==> src/rtl/fpu_result_stage16.sv <==
// Retire stage behind the fp16 add/sub unit: a small FIFO of result words
// and condition codes {Z,C,N,V}, NaN canonicalization at the head, and
// architectural cc register, sticky exception flags and a retire counter
// that update whenever the writeback port takes the head entry.
module fpu_result_stage16 #(
    parameter int DEPTH     = 2,   // power of two, >= 2
    parameter int CANON_NAN = 1,
    parameter int CNT_W     = 16
) (
    input  logic             clock,
    input  logic             reset_L,
    input  logic             in_valid,
    output logic             in_ready,
    input  logic [15:0]      in_result,
    input  logic [3:0]       in_cc,
    output logic             out_valid,
    input  logic             out_ready,
    output logic [15:0]      out_result,
    output logic [3:0]       out_cc,
    output logic [3:0]       cc_reg,
    output logic [2:0]       sticky_flags,
    input  logic             flags_clear,
    output logic [CNT_W-1:0] retire_count
);

    localparam int PTR_W = $clog2(DEPTH);
    localparam int OCC_W = $clog2(DEPTH + 1);
    localparam logic [OCC_W-1:0] FULL_COUNT = OCC_W'(DEPTH);
    localparam logic [15:0] CANON_QNAN = 16'h7E00;

    // fp16 classification on the exponent/fraction fields
    function automatic logic isNan(input logic [4:0] expField, input logic [9:0] fracField);
        return (expField == 5'h1F) && (fracField != 10'd0);
    endfunction

    function automatic logic isInf(input logic [4:0] expField, input logic [9:0] fracField);
        return (expField == 5'h1F) && (fracField == 10'd0);
    endfunction

    // Replace any NaN by the single quiet-NaN pattern when enabled
    function automatic logic [15:0] canonResult(input logic [15:0] word);
        if ((CANON_NAN != 0) && isNan(word[14:10], word[9:0]))
            return CANON_QNAN;
        return word;
    endfunction

    logic [15:0]      resultMem [DEPTH];
    logic [3:0]       ccMem     [DEPTH];
    logic [PTR_W-1:0] wrPtr;
    logic [PTR_W-1:0] rdPtr;
    logic [OCC_W-1:0] entryCount;
    logic             push;
    logic             pop;
    logic [15:0]      headResult;
    logic [3:0]       headCc;
    logic [2:0]       stickyNew;
    logic [2:0]       stickyBase;

    // Handshake depends only on registered occupancy, never on out_ready
    assign in_ready   = (entryCount != FULL_COUNT);
    assign out_valid  = (entryCount != '0);
    assign push       = in_valid & in_ready;
    assign pop        = out_valid & out_ready;

    assign headResult = resultMem[rdPtr];
    assign headCc     = ccMem[rdPtr];
    assign out_result = canonResult(headResult);
    assign out_cc     = headCc;

    // Flag contributions come from the stored word, before canonicalization;
    // a retire in the same cycle as a clear still sets its bits
    assign stickyNew  = pop ? {isNan(headResult[14:10], headResult[9:0]),
                               isInf(headResult[14:10], headResult[9:0]),
                               headCc[0]} : 3'b000;
    assign stickyBase = flags_clear ? 3'b000 : sticky_flags;

    // FIFO storage is data only and is left unreset
    always_ff @(posedge clock) begin
        if (push) begin
            resultMem[wrPtr] <= in_result;
            ccMem[wrPtr]     <= in_cc;
        end
    end

    // Pointers and occupancy; pointers wrap naturally since DEPTH is 2^PTR_W
    always_ff @(posedge clock or negedge reset_L) begin
        if (!reset_L) begin
            wrPtr      <= '0;
            rdPtr      <= '0;
            entryCount <= '0;
        end else begin
            if (push)
                wrPtr <= wrPtr + PTR_W'(1);
            if (pop)
                rdPtr <= rdPtr + PTR_W'(1);
            if (push && !pop)
                entryCount <= entryCount + OCC_W'(1);
            else if (pop && !push)
                entryCount <= entryCount - OCC_W'(1);
        end
    end

    // Architectural state updated on each retire
    always_ff @(posedge clock or negedge reset_L) begin
        if (!reset_L) begin
            cc_reg       <= 4'b0000;
            sticky_flags <= 3'b000;
            retire_count <= '0;
        end else begin
            sticky_flags <= stickyBase | stickyNew;
            if (pop) begin
                cc_reg       <= headCc;
                retire_count <= retire_count + CNT_W'(1);
            end
        end
    end

endmodule

==> config.mk <==
export PLATFORM = sky130hd
export DESIGN_NAME = fpu_result_stage16
export DESIGN_NICKNAME = d
export VERILOG_FILES = /design/src/rtl/fpu_result_stage16.sv
export SDC_FILE = /design/constraint.sdc
export NUM_CORES = 1
export LEC_CHECK = 0
export ABC_AREA = 0
export CORE_ASPECT_RATIO = 0.9
export CORE_MARGIN = 1
export CORE_UTILIZATION = 30
export CTS_CLUSTER_DIAMETER = 30
export DETAILED_ROUTE_END_ITERATION = 8
export PLACE_DENSITY_LB_ADDON = 0.08
export RECOVER_POWER = 50
export SETUP_SLACK_MARGIN = 0.2
export SYNTH_ARGS = -nofsm -noshare
export SYNTH_HDL_FRONTEND = slang
export SYNTH_SLANG_ARGS = --single-unit
export TNS_END_PERCENT = 10
==> constraint.sdc <==
create_clock -name clock -period 2.15 [get_ports clock]
set_input_delay 0.43 -clock clock [delete_from_list [all_inputs] [get_ports clock]]
set_output_delay 0.43 -clock clock [all_outputs]
set_load 0.03 [all_outputs]
After elaboration in Yosys (flattened, before gate mapping)

Memory sizes are Yosys's and may differ from the RTL's.
Cells that the tools add are included.

Input bits: 25
Memory bits (writable): 40
Output and inout bits: 45
Logic and storage cells: 37
Latch bits: 0
Memory bits (read-only): 0
Memories: 2
Flip-flop bits (word level): 27

Magnitude comparators: 0
Div/mod/pow operators: 0
Bitwise operators: 3
Equality and inequality tests: 2
Reductions and logical operators: 10
$mul: 0
Shift operators: 0
Add/subtract/negate cells: 5
Muxes and demuxes: 9

Memories:

| memory    | depth | bits a word | rd ports | clocked after Yosys merged registers in | write ports | line | source |
|---|---|---|---|---|---|---|---|
| resultMem | 2     | 16          | 1        | 0                                       | 1           | 47   | `logic [15:0] resultMem [DEPTH];` |
| ccMem     | 2     | 4           | 1        | 0                                       | 1           | 48   | `logic [3:0] ccMem [DEPTH];` |

Operators by type and width:

| cell                    | number |
|---|---|
| $mux W16                | 2 |
| $add A16 B1 Y16 const B | 1 |
| $logic_not A10 Y1       | 1 |
| $reduce_bool A10 Y1     | 1 |
| $mux W3                 | 2 |
| $eq A5 B5 Y1 const B    | 1 |
| $logic_and A1 B1 Y1     | 4 |
| $mux W2                 | 2 |
| $reduce_bool A2 Y1      | 2 |
| $mux W1                 | 3 |
| $or A3 B3 Y3            | 1 |
| $add A1 B1 Y1 const B   | 2 |
| $add A2 B1 Y2 const B   | 1 |
| $and A1 B1 Y1           | 2 |
| $logic_not A1 Y1        | 2 |
| $ne A2 B2 Y1 const B    | 1 |
| $sub A2 B1 Y2 const B   | 1 |

Logic depth before layout (Yosys ltp)

Gate-level depths: netlist of the first run.

Word-level depth: 6
Depth in mapped cells: 8
Mapped depth without buffers: 7

Least setup slack after synthesis of the first run

Ideal clock, no wire load.

Path kind: reg-to-reg
From: reg entryCount[0]
To: mem ccMem[0][0], enable pin
Library setup time: 397 ps
Buffers on the path: 1
Path slack: -73 ps
Cell stages (with the launch flop): 5
Data required time: 1,753 ps
Period minus slack after synthesis: 2,223 ps
Data arrival time: 1,826 ps
Cells stage by stage: dfrtp_1 -> buf_2 -> nand2b_1 -> nand2_1 -> nor2_1

Word-level cells in the longest chain between the ends: 4

RTL lines:

| what                          | line | source |
|---|---|---|
| from (decl)                   | 51   | `logic [OCC_W-1:0] entryCount;` |
| from (signal assigned)        | 97   | `entryCount <= entryCount + OCC_W'(1);` |
| from (signal assigned)        | 99   | `entryCount <= entryCount - OCC_W'(1);` |
| $ne A2 B2 Y1                  | 60   | `assign in_ready = (entryCount != FULL_COUNT);` |
| via in_ready                  | 13   | `output logic in_ready,` |
| $and A1 B1 Y1                 | 62   | `assign push = in_valid & in_ready;` |
| $mux W1                       | 79   | `if (push) begin` |
| $mux W1 (implied by the code) | 81   | `ccMem[wrPtr] <= in_cc;` |
| to (decl)                     | 48   |  |

The timed path passes the listed nets, and every way through them passes these cells.

Worst setup path in the final report of the first run

From: reg rdPtr
To: out out_result[5]

Word-level cells in the longest chain between the ends: 5
Elaborated cells between the ends (all ways): 6
Classes of those cells: 1 x eq/ne; 2 x mux; 2 x reduce/logical; 1 x memory

RTL lines:

| what                                                       | line | source |
|---|---|---|
| from (decl)                                                | 50   | `logic [PTR_W-1:0] rdPtr;` |
| from (signal assigned)                                     | 95   | `rdPtr <= rdPtr + PTR_W'(1);` |
| $mem_v2 Z2 W16 (*)                                         | n/a  |  |
| $eq A5 B5 Y1 / $reduce_bool A10 Y1 (equally long branches) | 33   | `return (expField == 5'h1F) && (fracField != 10'd0);` |
| $logic_and A1 B1 Y1                                        | 33   |  |
| $mux W1                                                    | 42   | `if ((CANON_NAN != 0) && isNan(word[14:10], word[9:0]))` |
| $mux W16 (*)                                               | 44   | `return word;` |
| to (decl)                                                  | 18   | `output logic [15:0] out_result,` |

Mark *: on every way between the ends. The rest lies on a longest branch, timed or not.

==> results.py, run 1 <==
metrics = {
    "floorplanning": {
        "io_pins": 70,
        "die-area_mm2": 0.00951,
        "coreArea_mm2": 0.00873,
        "initial_utilization_pct": 31.4,
        "rows": 32,
        "chipHeight_um": 92.6,
        "die_x_um": 103,
    },
    "place": {
        "dp_hpwl_um": 4140,
        "place_congestion": 0.733,
        "numPortBuffers": 69,
        "pre_cts_slack_ps": 12.8,
    },
    "route": {
        "finalWirelength_um": 5820,
        "via_per_inst": 4.45,
        "drc": 0,
        "drtPass1Iterations": 4,
        "drt_first_iter_violations": 41,
        "vias": 1781,
        "drt-wirelength-per-cell_um": 14.6,
        "ant_nets": 0,
    },
    "clock_tree": {
        "htreeDepth": 3,
        "cts_inserted_buffers": 9,
        "cts-root-buf": "clkbuf_8",
        "worst_skew_pair.late_latency_ps": 340,
        "cts_tree": "done",
        "cts_sinks": 67,
        "clk_path_buf_depth": 2,
        "cts.hold.buffers_added": 0,
        "clk_pin_slew_worst_paths_ps": 80,
    },
    "sta": {
        "max_freq_ghz": 0.421,
        "finalHoldViolCount": 0,
        "timing.final.crit_share_pct": 110,
        "whs_ps": 473,
        "tightest_slew_ps": 696,
        "period_minus_slack_ps": 2370,
        "max-slew-margin-rel_pct": 53.6,
        "skew_ps": 12.6,
        "rsz0062_at_grt": "true",
        "setup_viol": 11,
        "finalMaxSlewViolations": 0,
        "setup_ws_ps": -223,
        "fin_tns_setup_ps": -2340,
    },
    "run_status": {
        "failed_checks": "setup timing",
        "status": "finished, violations left",
    },
    "power": {
        "ir_drop_mv": 0.764,
        "leakagePower_nw": 1.63,
        "power.density_mw_per_mm2": 1340,
    },
    "synth": {
        "async_reset_ff_share_pct": 40.3,
        "syn_avg_cell_area_um2": 14.9,
        "synth_top_area_cell": "edfxtp_1",
        "synthTopCellsByArea": "edfxtp_1 44%, dfrtp_1 25%, mux2i_1 4.8%",
        "synth_warnings": 0,
        "yosysTopAreaCellShare_pct": 43.9,
        "synth_seq_cells": 67,
        "synth_nets": 211,
        "synthFlopType": "edfxtp_1",
        "synth.distinct_cells": 30,
        "synthesis.area_mm2": 0.00274,
        "ys_seq_area_share_pct": 68.6,
        "synth-edff-count": 40,
        "synthCells": 184,
    },
    "finish": {
        "fillers": 843,
        "diodes": 0,
        "top_register": "resultMem",
        "final_nets": 303,
        "final_layout_size_suffix_gt1_share_pct": 27.4,
        "largestRegisters": "resultMem (32), retire_count (16), ccMem (8)",
        "post-route-util_pct": 44.8,
        "largest_reg_flops": 32,
        "syn_to_final_growth_pct": 42.8,
    },
    "global_routing": {
        "grt_pass1_vias": 1817,
        "grt_max_degree": 28,
        "grt_use_total_pct": 13.5,
        "overflow": 0,
        "grt_pass1_wl_um": 9380,
        "grt_antenna_before_repair": 0,
    },
    "setup_path": {
        "worst_setup_path_end_kind": "output port",
        "path_class": "reg2out",
        "critPathLaunchType": "register",
        "crit_required_ps": 1720,
        "cp.arrival_ps": 1940,
        "cp_max_fo": 7,
    },
    "run": {
        "maxCapViolCount": 0,
    },
    "hold_path": {
        "hp-class": "reg2reg",
    },
}
## per-stage QoR
| stage | cells | area, µm² | power, mW |
|---|---|---|---|
| floorplan | 184 | 2740 | 3.28 |
| finish | 400 | 3910 | 5.23 |
| global placement | 379 | 3600 | 4.15 |
| detailed placement | 379 | 3600 | 4.15 |
| CTS | 399 | 3820 | 5.18 |
| global route | 400 | 3910 | 5.54 |
## power breakdown
part / switching [mW] / internal [mW] / total, mW
combinational: 1.27 / 0.990 / 2.26
sequential: 0.225 / 1.72 / 1.95
clock: 0.484 / 0.538 / 1.02
## cell type report
class	count	area, µm²	area share (%)
Sequential cell	67	1880	48.0
Multi-Input combinational cell	107	855	21.9
Timing Repair Buffer	85	811	20.7
Tap cell	119	149	3.81
Clock buffer	10	128	3.27
Clock inverter	6	66.3	1.70
Inverter	6	22.5	0.576
## cells in the mapped netlist (3+ instances only)
cell type  instances
inv_1              6
nand3_1            6
mux2_2            11
edfxtp_1          40
mux2i_1           13
and3_1             6
nand4_1            5
xnor2_1           14
xor2_1             6
nand2_1            7
nor2_1            18
dfrtp_1           27
nor4_1             3
## path summary, 6_finish.rpt
path / slack (ps) / from / cells past startpoint / to
max: -220 / rdPtr / 7 / out_result[5]
min: 470 / retire_count[15] / 1 / retire_count[15]
max reg2reg: 430 / entryCount[0] / 3 / cc_reg[3]
min reg2reg: 470 / retire_count[15] / 1 / retire_count[15]
max in group asynchronous: 1030 / reset_L / 2 / cc_reg[3]
min in group asynchronous: 660 / reset_L / 2 / retire_count[1]
## worst max-delay path, stage by stage, from the launching register on
cell and delay [ps]:
dfrtp_1 420, buf_6 140, mux2i_2 140, a211o_1 330
nor3_4 200, buf_6 170, nor2_2 60, buf_6 130
## cells in the final DEF, fill, tap and decap left out, types with 3 or more instances in the layout
| master | Yosys | final |
|---|---|---|
| dlygate4sd3_1 | 0 | 22 |
| dlymetal6s2s_1 | 0 | 4 |
| edfxtp_1 | 40 | 40 |
| nand4_1 | 5 | 5 |
| buf_6 | 1 | 15 |
| mux2i_1 | 13 | 12 |
| nand3_1 | 6 | 6 |
| buf_4 | 1 | 17 |
| dfrtp_1 | 27 | 27 |
| xnor2_1 | 14 | 14 |
| nand2_1 | 7 | 7 |
| clkbuf_8 | 0 | 9 |
| inv_1 | 6 | 6 |
| clkdlybuf4s50_1 | 0 | 20 |
| xor2_1 | 6 | 6 |
| nor2_1 | 18 | 10 |
| clkbuf_1 | 0 | 4 |
| nor2_2 | 0 | 8 |
| clkinv_4 | 0 | 3 |
| mux2_2 | 11 | 9 |
| and3_1 | 6 | 4 |
## per-layer routing
layer	track usage [%]	routed length, µm
met3	4.98	304
met1	19.0	2860
met5	0	0
met2	19.2	2630
met4	4.29	22
## cell families after synthesis
| logic type | after synthesis | synth area share, % |
|---|---|---|
| multiplexers | 24 | 9.28 |
| flip-flops | 67 | 68.6 |
| AO/OA/AOI/OAI | 7 | 1.92 |
| adder cells (fa/ha/maj) | 2 | 0.914 |
| buffers and inverters | 10 | 1.87 |
| XOR/XNOR | 20 | 6.40 |
| AND/OR/NAND/NOR | 54 | 11.0 |
## timing repair
action | CTS | global route
setup endpoints to repair | 21 | 23
gates resized for setup | 44 | 44
pin swaps | 5 | 2
buffers inserted | 4 | 1
No activity file was read; power rests on OpenSTA's default activity.
==> inputs of run 2 (changes only) <==
--- a/config.mk
+++ b/config.mk
@@ -7,7 +7,7 @@
 export LEC_CHECK = 0
 export ABC_AREA = 0
 export CORE_ASPECT_RATIO = 0.9
-export CORE_MARGIN = 1
+export CORE_MARGIN = 2
 export CORE_UTILIZATION = 30
 export CTS_CLUSTER_DIAMETER = 30
 export DETAILED_ROUTE_END_ITERATION = 8
==> run 2 against run 1 <==
The run still ends with setup timing left. Flip-flop and latch count unchanged. Routed wire length increased by 2.8%. Combinational power increased by 3%. Utilization decreased by 0.59 points. Critical path depth unchanged. Register-to-register slack got worse by 50 ps. Global-route usage decreased by 1.4 points. Cell area increased by 1.8%. Worst hold slack improved by 1.2 ps. Die area increased by 4.1%. Via count about the same. Sequential power about the same. Critical endpoint unchanged. Largest cell class unchanged.
==> results.py, run 2 (synthesis gave the netlist of run 1 again) <==
metrics = {
    "finish": {
        "largestRegisters": "resultMem (32), retire_count (16), ccMem (8)",
        "final_nets": 305,
        "final_cell_mix": "40 x edfxtp_1, 27 x dfrtp_1, 22 x dlygate4sd3_1",
        "final_common_cell": "edfxtp_1",
        "diodes": 0,
        "design_area_mm2": 0.00398,
        "syn_to_final_growth_pct": 45.3,
        "largest_reg_flops": 32,
        "top_register": "resultMem",
        "final_layout_size_suffix_gt1_share_pct": 27.9,
    },
    "setup_path": {
        "cp.arrival_ps": 1920,
        "cp_top_family": "buffers and inverters",
        "crit_required_ps": 1720,
        "cp_max_fo": 6,
        "path_class": "reg2out",
        "crit_chain": "buf_12 > nand4b_4 > a211o_4 > nor3_4 > buf_6 > nor2_1 > buf_4",
        "cpPeakStageDelay_ps": 410,
        "critPathBufInv": 3,
        "cpMaxStageDelayCell": "dfrtp_1",
        "worst_setup_path_end_kind": "output port",
        "startpoint": "rdPtr",
        "critPathLaunchType": "register",
        "reg2reg_from": "entryCount[0]",
    },
    "sta": {
        "setup_viol": 11,
        "skew_ps": 7.18,
        "finalMaxSlewViolations": 0,
        "timing.final.crit_share_pct": 109,
        "finalHoldViolCount": 0,
        "max_freq_ghz": 0.425,
        "max-slew-margin-rel_pct": 49.3,
        "tightest_slew_ps": 760,
        "rsz0062_at_grt": "true",
        "setup_ws_ps": -201,
        "period_minus_slack_ps": 2350,
    },
    "route": {
        "drt-wirelength-per-cell_um": 14.8,
        "highest_layer": "met4",
        "drc": 0,
        "wl_met3_um": 296,
        "drt-met1-wl_um": 2830,
        "wl_met2_um": 2830,
        "finalWirelength_um": 5990,
        "drt_first_iter_violations": 79,
        "ant_nets": 0,
        "vias": 1780,
        "drtPass1Iterations": 4,
        "via_per_inst": 4.40,
    },
    "floorplanning": {
        "chipHeight_um": 94.6,
        "die_x_um": 105,
        "io_pins": 70,
        "coreArea_mm2": 0.00900,
        "initial_utilization_pct": 30.4,
        "die-area_mm2": 0.00990,
        "rows": 33,
    },
    "global_routing": {
        "grt_antenna_before_repair": 0,
        "grt_pass1_vias": 1785,
        "grt_pass1_wl_um": 9040,
        "overflow": 0,
        "grt_max_degree": 28,
        "grt_use_total_pct": 12.2,
    },
    "place": {
        "place_congestion": 0.718,
        "numPortBuffers": 69,
        "dp_hpwl_um": 4270,
        "dpl-instance-area_mm2": 0.00362,
        "pre_cts_slack_ps": -46.8,
    },
    "run_status": {
        "failed_checks": "setup timing",
        "status": "finished, violations left",
    },
    "clock_tree": {
        "clk_path_buf_depth": 2,
        "htreeDepth": 3,
        "cts_inserted_buffers": 9,
        "cts_sinks": 67,
        "clk_pin_slew_worst_paths_ps": 70,
        "cts_tree": "done",
        "cts-root-buf": "clkbuf_8",
        "worst_skew_pair.late_latency_ps": 330,
    },
    "hold_path": {
        "hp-class": "reg2reg",
        "min_from": "retire_count[15]",
    },
    "power": {
        "power_mw": 5.38,
        "ir_drop_mv": 0.704,
        "leakagePower_nw": 1.67,
        "power.density_mw_per_mm2": 1350,
    },
    "run": {
        "maxCapViolCount": 0,
    },
}
[run 2: changes by cell type in the layout (fill, tap and decap cells not counted), moves of 2 or more]
| cell | change |
|---|---|
| clkinv_4 | -3 |
| buf_2 | +2 |
| mux2_2 | -2 |
| mux2_4 | +2 |
[run 2: final timing paths]
path                            slack, ps  depth (start not counted)               end
worst max-delay path                 -200                          7     out_result[5]
worst min-delay path                  470                          1  retire_count[15]
worst max register to register        380                          3   retire_count[1]
worst min register to register        470                          1  retire_count[15]
max in group asynchronous             970                          2   retire_count[7]
min in group asynchronous             690                          2   retire_count[3]
[run 2: power breakdown]
group	internal (mW)	total, mW	switching (mW)
Sequential	1.72	1.96	0.232
Clock	0.650	1.09	0.445
Combinational	1.03	2.33	1.30
Total	3.40	5.38	1.97
[run 2: final cells by class]
cell class                 count  area [µm²]
tap                          122         153
clock inverter                 5        77.6
clock buffer                  11         131
inverter                       6        22.5
multi-input combinational    107         882
fill                         876        5020
sequential                    67        1880
timing repair buffer          87         833
[run 2: repair_timing]
action                                  in CTS  in global routing
gates resized for setup                     44                 42
hold buffers                                 0                  0
endpoints found under the setup margin      20                 21
pin swaps                                    4                  3
buffers inserted                             5                  1
[run 2: routing by layer]
metal	GRT usage, %	vias up
met4	3.33	0
li1	-	854
met1	15.2	883
met2	19.8	41
met5	0	-
met3	4.76	2
[run 2: stage by stage]
stage | std cells | hold slack [ps] | util [%] | setup TNS, ps
2_1_floorplan | 184 | 134 | - | -51.4
3_3_place_gp | 383 | 464 | 40.3 | 0
3_5_place_dp | 383 | 465 | 40.3 | -351
4_1_cts | 404 | 478 | 43.0 | -2800
5_1_grt | 405 | 499 | 44.2 | -3120
6_report | 405 | 475 | 44.2 | -2090
